[config.mk]
export PLATFORM = sky130hd
export DESIGN_NAME = shiftblock_driver
export DESIGN_NICKNAME = d
export VERILOG_FILES = /design/src/rtl/shiftblock_driver.sv
export SDC_FILE = /design/constraint.sdc
export NUM_CORES = 1
export LEC_CHECK = 0
export CAP_MARGIN = 25
export CORE_UTILIZATION = 35
export DETAILED_ROUTE_END_ITERATION = 12
export MAX_ROUTING_LAYER = met4
export PLACE_DENSITY_LB_ADDON = 0.12
export SLEW_MARGIN = 20
export SYNTH_ARGS = -nofsm -noshare
export SYNTH_HDL_FRONTEND = slang
export SYNTH_SLANG_ARGS = --single-unit
[constraint.sdc]
create_clock -name clk -period 5.6 [get_ports clk]
set_input_delay 0.56 -clock clk [delete_from_list [all_inputs] [get_ports clk]]
set_output_delay 0.56 -clock clk [all_outputs]
set_load 0.005 [all_outputs]
[src/rtl/shiftblock_driver.sv]
// Avalon-MM master that streams bytes into the 16-tap shift-block coprocessor,
// then reads back its window-valid flag and max window sum.
module shiftblock_driver #(
  parameter int LEN_W  = 16,
  parameter int SETTLE = 2
) (
  input  logic             clk,
  input  logic             reset,
  input  logic             start,
  input  logic [LEN_W-1:0] length,
  output logic             busy,
  output logic             done,
  output logic [31:0]      result,
  output logic             window_full,
  input  logic [7:0]       in_data,
  input  logic             in_valid,
  output logic             in_ready,
  output logic [3:0]       avm_address,
  output logic             avm_read,
  output logic             avm_write,
  output logic [31:0]      avm_writedata,
  output logic [3:0]       avm_byteenable,
  input  logic [31:0]      avm_readdata,
  input  logic             avm_waitrequest
);

  localparam logic [2:0] ST_IDLE    = 3'd0;
  localparam logic [2:0] ST_CLEAR   = 3'd1;
  localparam logic [2:0] ST_GETBYTE = 3'd2;
  localparam logic [2:0] ST_SHIFT   = 3'd3;
  localparam logic [2:0] ST_SETTLE  = 3'd4;
  localparam logic [2:0] ST_RDVALID = 3'd5;
  localparam logic [2:0] ST_RDMAX   = 3'd6;
  localparam logic [2:0] ST_DONE    = 3'd7;

  localparam int SC_W = $clog2(SETTLE + 1);

  logic [2:0]       state_q, state_d;
  logic [LEN_W-1:0] cnt_q, cnt_d;
  logic [7:0]       byte_q, byte_d;
  logic [SC_W-1:0]  settle_q, settle_d;
  logic [31:0]      result_q, result_d;
  logic             wfull_q, wfull_d;
  logic             busy_q, busy_d;
  logic             done_q, done_d;
  logic             in_ready_q, in_ready_d;
  logic [3:0]       addr_q, addr_d;
  logic             rd_q, rd_d;
  logic             wr_q, wr_d;
  logic [31:0]      wdata_q, wdata_d;
  logic [3:0]       be_q, be_d;
  logic             xfer_done;

  assign xfer_done = (rd_q | wr_q) & ~avm_waitrequest;

  // Sequencer next-state and datapath updates.
  always_comb begin
    state_d  = state_q;
    cnt_d    = cnt_q;
    byte_d   = byte_q;
    settle_d = settle_q;
    result_d = result_q;
    wfull_d  = wfull_q;
    case (state_q)
      ST_IDLE: begin
        if (start) begin
          cnt_d   = length;
          state_d = ST_CLEAR;
        end else begin
          state_d = ST_IDLE;
        end
      end
      ST_CLEAR: begin
        if (xfer_done) begin
          settle_d = {SC_W{1'b0}};
          state_d  = (cnt_q != {LEN_W{1'b0}}) ? ST_GETBYTE : ST_SETTLE;
        end else begin
          state_d = ST_CLEAR;
        end
      end
      ST_GETBYTE: begin
        if (in_valid) begin
          byte_d  = in_data;
          state_d = ST_SHIFT;
        end else begin
          state_d = ST_GETBYTE;
        end
      end
      ST_SHIFT: begin
        if (xfer_done) begin
          cnt_d    = cnt_q - LEN_W'(1);
          settle_d = {SC_W{1'b0}};
          state_d  = (cnt_q != LEN_W'(1)) ? ST_GETBYTE : ST_SETTLE;
        end else begin
          state_d = ST_SHIFT;
        end
      end
      ST_SETTLE: begin
        // Slave taps lag the write by one cycle and maxsum by one more.
        if (settle_q == SC_W'(SETTLE - 1)) begin
          state_d = ST_RDVALID;
        end else begin
          settle_d = settle_q + SC_W'(1);
        end
      end
      ST_RDVALID: begin
        if (xfer_done) begin
          wfull_d = avm_readdata[0];
          state_d = ST_RDMAX;
        end else begin
          state_d = ST_RDVALID;
        end
      end
      ST_RDMAX: begin
        if (xfer_done) begin
          result_d = avm_readdata;
          state_d  = ST_DONE;
        end else begin
          state_d = ST_RDMAX;
        end
      end
      ST_DONE: state_d = ST_IDLE;
      default: state_d = ST_IDLE;
    endcase
  end

  // Outputs are decoded from the next state so they register cleanly.
  always_comb begin
    busy_d     = (state_d != ST_IDLE) && (state_d != ST_DONE);
    done_d     = (state_d == ST_DONE);
    in_ready_d = (state_d == ST_GETBYTE);
    wr_d       = (state_d == ST_CLEAR) || (state_d == ST_SHIFT);
    rd_d       = (state_d == ST_RDVALID) || (state_d == ST_RDMAX);
    case (state_d)
      ST_CLEAR: begin
        addr_d  = 4'd1;
        wdata_d = 32'h0000_0000;
        be_d    = 4'hF;
      end
      ST_SHIFT: begin
        addr_d  = 4'd0;
        wdata_d = {24'h00_0000, byte_d};
        be_d    = 4'h1;
      end
      ST_RDVALID: begin
        addr_d  = 4'd9;
        wdata_d = 32'h0000_0000;
        be_d    = 4'hF;
      end
      ST_RDMAX: begin
        addr_d  = 4'd8;
        wdata_d = 32'h0000_0000;
        be_d    = 4'hF;
      end
      default: begin
        addr_d  = 4'd0;
        wdata_d = 32'h0000_0000;
        be_d    = 4'h0;
      end
    endcase
  end

  // State, datapath and output registers.
  always_ff @(posedge clk or posedge reset) begin
    if (reset) begin
      state_q    <= ST_IDLE;
      cnt_q      <= {LEN_W{1'b0}};
      byte_q     <= 8'h00;
      settle_q   <= {SC_W{1'b0}};
      result_q   <= 32'h0000_0000;
      wfull_q    <= 1'b0;
      busy_q     <= 1'b0;
      done_q     <= 1'b0;
      in_ready_q <= 1'b0;
      addr_q     <= 4'd0;
      rd_q       <= 1'b0;
      wr_q       <= 1'b0;
      wdata_q    <= 32'h0000_0000;
      be_q       <= 4'h0;
    end else begin
      state_q    <= state_d;
      cnt_q      <= cnt_d;
      byte_q     <= byte_d;
      settle_q   <= settle_d;
      result_q   <= result_d;
      wfull_q    <= wfull_d;
      busy_q     <= busy_d;
      done_q     <= done_d;
      in_ready_q <= in_ready_d;
      addr_q     <= addr_d;
      rd_q       <= rd_d;
      wr_q       <= wr_d;
      wdata_q    <= wdata_d;
      be_q       <= be_d;
    end
  end

  assign busy           = busy_q;
  assign done           = done_q;
  assign result         = result_q;
  assign window_full    = wfull_q;
  assign in_ready       = in_ready_q;
  assign avm_address    = addr_q;
  assign avm_read       = rd_q;
  assign avm_write      = wr_q;
  assign avm_writedata  = wdata_q;
  assign avm_byteenable = be_q;

endmodule

==> impl_metrics.tcl, run 1 <==
set metrics [dict create \
    outcome "finished clean" \
    synthFlopType "dfrtp_1" \
    synthesis.area_um2 3770 \
    placedInstanceArea_um2 4850 \
    dp_hpwl_um 5740 \
    grt_pass1_wl_um 13700 \
    postCtsResizedCells 0 \
    slew_headroom 0.526 \
    routedWlPerCell_um 14.4 \
    cts_setup_buffers 0 \
    max-cap-violations 0 \
    synth_cell_types 57 \
    dr.pass1.iters 4 \
    initial_core_util 0.364 \
    grt_pass1_vias 2753 \
    endpoint_kind "flop" \
    num_antenna_cells 0 \
    layout_min_cycle_time_ns 2.05 \
    dieArea_um2 11200 \
    hp-class "reg -> reg" \
    slowest_delay_ns 0.64 \
    cts_sinks 78 \
    finClkSkew_ns 0.0144 \
    async_flop_share 1.00 \
    num-nets-final 501 \
    drtIter0Drc 149 \
    critPathBufInv 0 \
    vias_per_cell 4.77 \
    drive_gt1_frac 0.175 \
    final.period_utilization 0.366 \
    ys_warn_count 0 \
    worst_pin_slew_ns 0.710 \
    cts_tree "built" \
    antenna_left 0 \
    cts_root_buf "clkbuf_8" \
    multiInputGateArea_um2 1550 \
    cp_slowest_cell "dfrtp_1" \
    synth_seq_cells 78 \
    hold_violations 0 \
    synth_top_cell_by_area "dfrtp_1" \
    p_per_area_nw_per_um2 393 \
    grt_antenna_before_repair 0 \
    clock_latency_ns 0.36 \
    grt_use_total 0.162 \
    netlist_instances 328 \
    finalMaxSlewViolations 0 \
    worstPathMaxFanout 14 \
    synth_edf_count 0 \
    die_h_um 106 \
    cts_hold_buffers 0 \
    hold_slack_ns 0.494 \
    cp-start-kind "flop" \
    vdd_drop_max_mv 0.179 \
    syn_area_per_cell_um2 11.5 \
    design_area_um2 5090 \
    ios 139 \
    cp_top_family "simple AND/OR/NAND/NOR gates" \
    io_buffers 112 \
    seq_area_um2 1950 \
    clk_path_buf_depth 2 \
    cts_buffers 9 \
    reg2reg_depth 5 \
    die_width_um 106 \
    crit_arrival_ns 2.33 \
    n_fill_cell 982 \
    vias 2752 \
    finalSetupTns_ns 0 \
    p_leak_nw 2.22 \
    rrSetupSlack_ns 3.55 \
    fmax_mhz 488 \
    worstSetupPathType "reg -> reg" \
    setup_violations 0 \
    min_path_cells 1 \
    syn2layout_area_growth_pct 34.9 \
    cp.depth 5 \
    rsz0062_at_grt "false" \
    wirelength_um 8280 \
    grt-ovfl-total 0 \
    coreArea_um2 10400 \
    ys_seq_area_frac 0.517 \
    worstPathRequired_ns 5.88 \
    rows 37 \
    drc 0 \
    globalplace.congestion 0.738 \
    synth.area.top_cells "dfrtp_1, mux2_2, buf_4" \
    cts.htree.levels 3 \
    final_util 0.491 \
    netlist.area_leader.share 0.517 \
    clk_pin_slew_worst_paths_ns 0.08 \
    grt_max_degree 79 \
    path_cells "nand2_1 -> or2_1 -> nor2_2 -> nor2_1 -> nor2b_1" \
]
final timing paths:
| kind | from | end |
|---|---|---|
| worst min-delay path | result[5] | result[5] |
| worst max-delay path | state_q[0] | avm_writedata[7] |
| min in group asynchronous | reset | result[21] |
| worst max register to register | state_q[0] | avm_writedata[7] |
| max in group asynchronous | reset | cnt_q[2] |
| worst min register to register | result[5] | result[5] |
stage by stage:
step,worst slack (ns),power [mW],instances
2_1_floorplan,3.04,1.31,353
3_3_place_gp,3.07,1.50,560
3_5_place_dp,3.03,1.53,560
4_1_cts,3.34,2.03,576
5_1_grt,3.35,2.15,577
6_report,3.55,2.00,577
state kept, by name (all words and copies together) (netlist names), 2 cells and up:
| name | flops |
|---|---|
| settle_q | 2 |
| result | 32 |
| avm_writedata | 8 |
| cnt_q | 16 |
| byte_q | 8 |
| avm_address | 2 |
| state_q | 3 |
| avm_byteenable | 2 |
routing by layer:
layer / routed length (um) / up-vias / part of all wire / track usage
met4: 123 / 0 / 0.015 / 0.0714
met2: 4020 / 79 / 0.49 / 0.253
li1: - / 1319 / - / -
met1: 3730 / 1343 / 0.45 / 0.202
met3: 408 / 11 / 0.049 / 0.0371
met5: 0 / - / 0 / -
cells in the mapped netlist (all sizes together) (2+ instances only):
library cell,n
a21boi,2
a21oi,17
a22oi,3
a2bb2oi,3
a31oi,3
buf,41
clkbuf,4
dfrtp,78
ha,4
inv,8
mux2,41
nand2,23
nand3,8
nand4,3
nor2,19
nor3,8
nor3b,5
nor4,2
o211ai,2
o21a,8
o21ai,13
o22ai,5
o2bb2ai,4
o32ai,2
or2,3
or3,2
final cells by class:
cell class                 instances  area share
clock buffer                      10      0.0270
inverter                           8     0.00614
timing repair buffer             117       0.228
multi-input combinational        222       0.304
tap                              136      0.0334
sequential                        78       0.383
clock inverter                     6      0.0182
where the power goes:
group	total, mW	internal [mW]	switching (mW)
Clock	0.486	0.265	0.221
Combinational	0.701	0.338	0.363
Sequential	0.814	0.694	0.119
cell usage in the layout (no fill, tap or decap), types with 2 or more instances in the layout:
| cell | Yosys | final |
|---|---|---|
| clkdlybuf4s50_1 | 0 | 112 |
| dfrtp_1 | 78 | 78 |
| mux2_2 | 38 | 38 |
| conb_1 | 1 | 26 |
| nand2_1 | 23 | 23 |
| nor2_1 | 18 | 18 |
| a21oi_1 | 17 | 17 |
| o21ai_0 | 13 | 13 |
| clkbuf_8 | 0 | 10 |
| nand3_1 | 8 | 8 |
| o21a_1 | 8 | 8 |
| nor3_1 | 7 | 7 |
| inv_1 | 7 | 6 |
| o22ai_1 | 5 | 5 |
| o2bb2ai_1 | 4 | 4 |
| ha_1 | 4 | 4 |
| buf_4 | 30 | 4 |
| nand4_1 | 3 | 3 |
| a2bb2oi_1 | 3 | 3 |
| a22oi_1 | 3 | 3 |
| nor3b_1 | 3 | 3 |
| or3_1 | 2 | 2 |
| mux2_4 | 2 | 2 |
| o211ai_1 | 2 | 2 |
| a31oi_1 | 2 | 2 |
| o32ai_1 | 2 | 2 |
| clkinvlp_4 | 0 | 2 |
| bufinv_16 | 0 | 2 |
cells by family after synthesis:
| group | count (synthesis) | share of synthesized area |
|---|---|---|
| buffers and inverters | 53 | 0.0978 |
| and+or+nand+nor | 80 | 0.117 |
| xor gates and xnor gates | 1 | 0.00232 |
| AOI/OAI and AO/OA | 69 | 0.125 |
| DFF | 78 | 0.517 |
| other | 1 | 0.000993 |
| muxes | 42 | 0.127 |
| adders and majority gates | 4 | 0.0133 |
No activity file was read; power rests on OpenSTA's default activity.
==> run 2, diff against run 1 <==
clock period = 1.8 ns   (was 5.6 ns; I/O delays follow)
==> run 2 against run 1 <==
  * Maximum frequency increased by 19%
  * Final cell count up 4.0%
  * Non-clock buffer count is 23 higher
  * Via count up 3.2%
  * Routed wire length up 0.92%
  * Global-route usage about the same
  * Critical path depth increased by 3
  * Sequential power rose to 3.1 times the previous value
  * Die area unchanged
==> impl_metrics.tcl, run 2 (synthesized netlist as in run 1, its figures left out) <==
set metrics [dict create \
    outcome "finished clean" \
    dieArea_um2 11200 \
    grt-ovfl-total 0 \
    grt_pass1_vias 2888 \
    vdd_drop_max_mv 0.592 \
    setup_violations 0 \
    design_area_um2 5370 \
    placedInstanceArea_um2 5050 \
    max-cap-violations 0 \
    die_h_um 106 \
    syn2layout_area_growth_pct 42.1 \
    dp_hpwl_um 5840 \
    hp-class "in -> async" \
    coreArea_um2 10400 \
    crit_arrival_ns 2.01 \
    clk_path_buf_depth 2 \
    finalSetupTns_ns 0 \
    n_fill_cell 966 \
    drive_gt1_frac 0.235 \
    swShare 0.345 \
    p_int_mw 4.30 \
    drc 0 \
    drtIter0Drc 114 \
    p_leak_nw 2.34 \
    p_per_area_nw_per_um2 1230 \
    io_buffers 112 \
    grt_pass1_wl_um 13700 \
    pwr-share-clk 0.219 \
    dr.pass1.iters 4 \
    pwr-share-comb 0.403 \
    ios 139 \
    globalplace.congestion 0.774 \
    rows 37 \
    cts_buffers 9 \
    num_antenna_cells 0 \
    finClkSkew_ns 0.00857 \
    vias_per_cell 4.73 \
    routedWlPerCell_um 13.9 \
    cts.htree.levels 3 \
    final_cell_mix "clkdlybuf4s50_1, dfrtp_1, mux2_2" \
    final_common_cell "clkdlybuf4s50_1" \
    grt_use_total 0.163 \
    final.period_utilization 0.953 \
    worstPathRequired_ns 2.10 \
    worstPathMaxFanout 3 \
    cts_sinks 78 \
    layout_min_cycle_time_ns 1.72 \
    initial_core_util 0.364 \
    grt_max_degree 79 \
    grt_antenna_before_repair 0 \
    clock_latency_ns 0.35 \
    finalMaxSlewViolations 0 \
    endpoint_kind "flop" \
    num-nets-final 524 \
    vias 2839 \
    clk_pin_slew_worst_paths_ns 0.08 \
    power_frac_seq 0.379 \
    switchingPower_mw 2.27 \
    worstSetupPathType "reg -> reg" \
    hold_violations 0 \
    fmax_mhz 583 \
    cts_tree "built" \
    cts_root_buf "clkbuf_8" \
    wirelength_um 8360 \
    antenna_left 0 \
    largest_register_ffs 32 \
    rsz0062_at_grt "true" \
    cp-start-kind "flop" \
    die_width_um 106 \
]
==> run 2: cell types whose count changed in the layout (fill, tap and decap cells not counted), moves of 2 or more <==
cell and change:
inv_2 +2, clkbuf_1 +2, nor3_2 +2, ha_1 -2
buf_4 +20, dfrtp_2 +2, dfrtp_1 -2, nor3_1 -2
inv_1 -2, buf_12 +4
==> run 2: critical path, stage by stage (launching register included) <==
cell	delay (ns)
dfrtp_1	0.41
inv_2	0.09
ha_4	0.14
nor3b_4	0.23
nand4_1	0.19
nor3_2	0.24
buf_4	0.14
o21a_1	0.09
o22a_1	0.12
==> run 2: cell type report <==
class / count / area [um^2] / area share
sequential: 78 / 1950 / 0.364
multi-input combinational: 222 / 1610 / 0.300
timing repair buffer: 140 / 1380 / 0.257
tap: 136 / 170 / 0.0317
clock buffer: 11 / 131 / 0.0245
clock inverter: 5 / 83.8 / 0.0156
inverter: 8 / 33.8 / 0.00630
==> run 2: path summary, 6_finish.rpt <==
kind	from	end	slack, ns	depth (start not counted)
setup / recovery	cnt_q[1]	cnt_q[14]	0.08	8
max in group asynchronous	reset	state_q[2]	1.16	3
hold reg to reg	result[5]	result[5]	0.49	1
min in group clk	avm_readdata[5]	result[5]	0.43	2
setup reg to reg	cnt_q[1]	cnt_q[14]	0.08	8
hold / removal	reset	result[21]	0.29	3
==> run 2: routing by layer <==
| layer | routed length, um | vias up | global-route usage |
|---|---|---|---|
| met5 | 0 | - | - |
| met4 | 163 | 0 | 0.0774 |
| met3 | 375 | 13 | 0.0334 |
| met2 | 4100 | 83 | 0.253 |
| met1 | 3720 | 1378 | 0.202 |
| li1 | - | 1365 | - |
==> run 2: stage by stage <==
stage / hold WS, ns / instances / setup slack, ns / utilization / power [mW]
detailed placement: 0.479 / 580 / 0.00792 / 0.487 / 5.02
CTS: 0.305 / 596 / 0.0463 / 0.509 / 6.51
global route: 0.335 / 600 / -0.0732 / 0.517 / 7.07
finish: 0.294 / 600 / 0.0838 / 0.517 / 6.57
floorplan: 0.315 / 353 / 0.105 / - / 4.07
global placement: 0.469 / 580 / 0.0270 / 0.487 / 4.97
==> run 2: timing repair <==
item	4_1_cts	5_1_grt
hold endpoints to repair	0	0
cloned	0	0
setup buffers	0	4
pin swaps	0	6
endpoints found under the setup margin	1	8
resized for setup	1	14
hold buffers	0	0
==> run 2: power by group through the flow <==
| stage | registers (mW) | logic [mW] | clock network [mW] |
|---|---|---|---|
| 6_report | 2.49 | 2.65 | 1.44 |
| 5_1_grt | 2.55 | 2.96 | 1.57 |
| 4_1_cts | 2.47 | 2.55 | 1.50 |
| 3_5_place_dp | 2.49 | 2.53 | 0 |
| 3_3_place_gp | 2.48 | 2.49 | 0 |
| 2_1_floorplan | 2.44 | 1.63 | 0 |
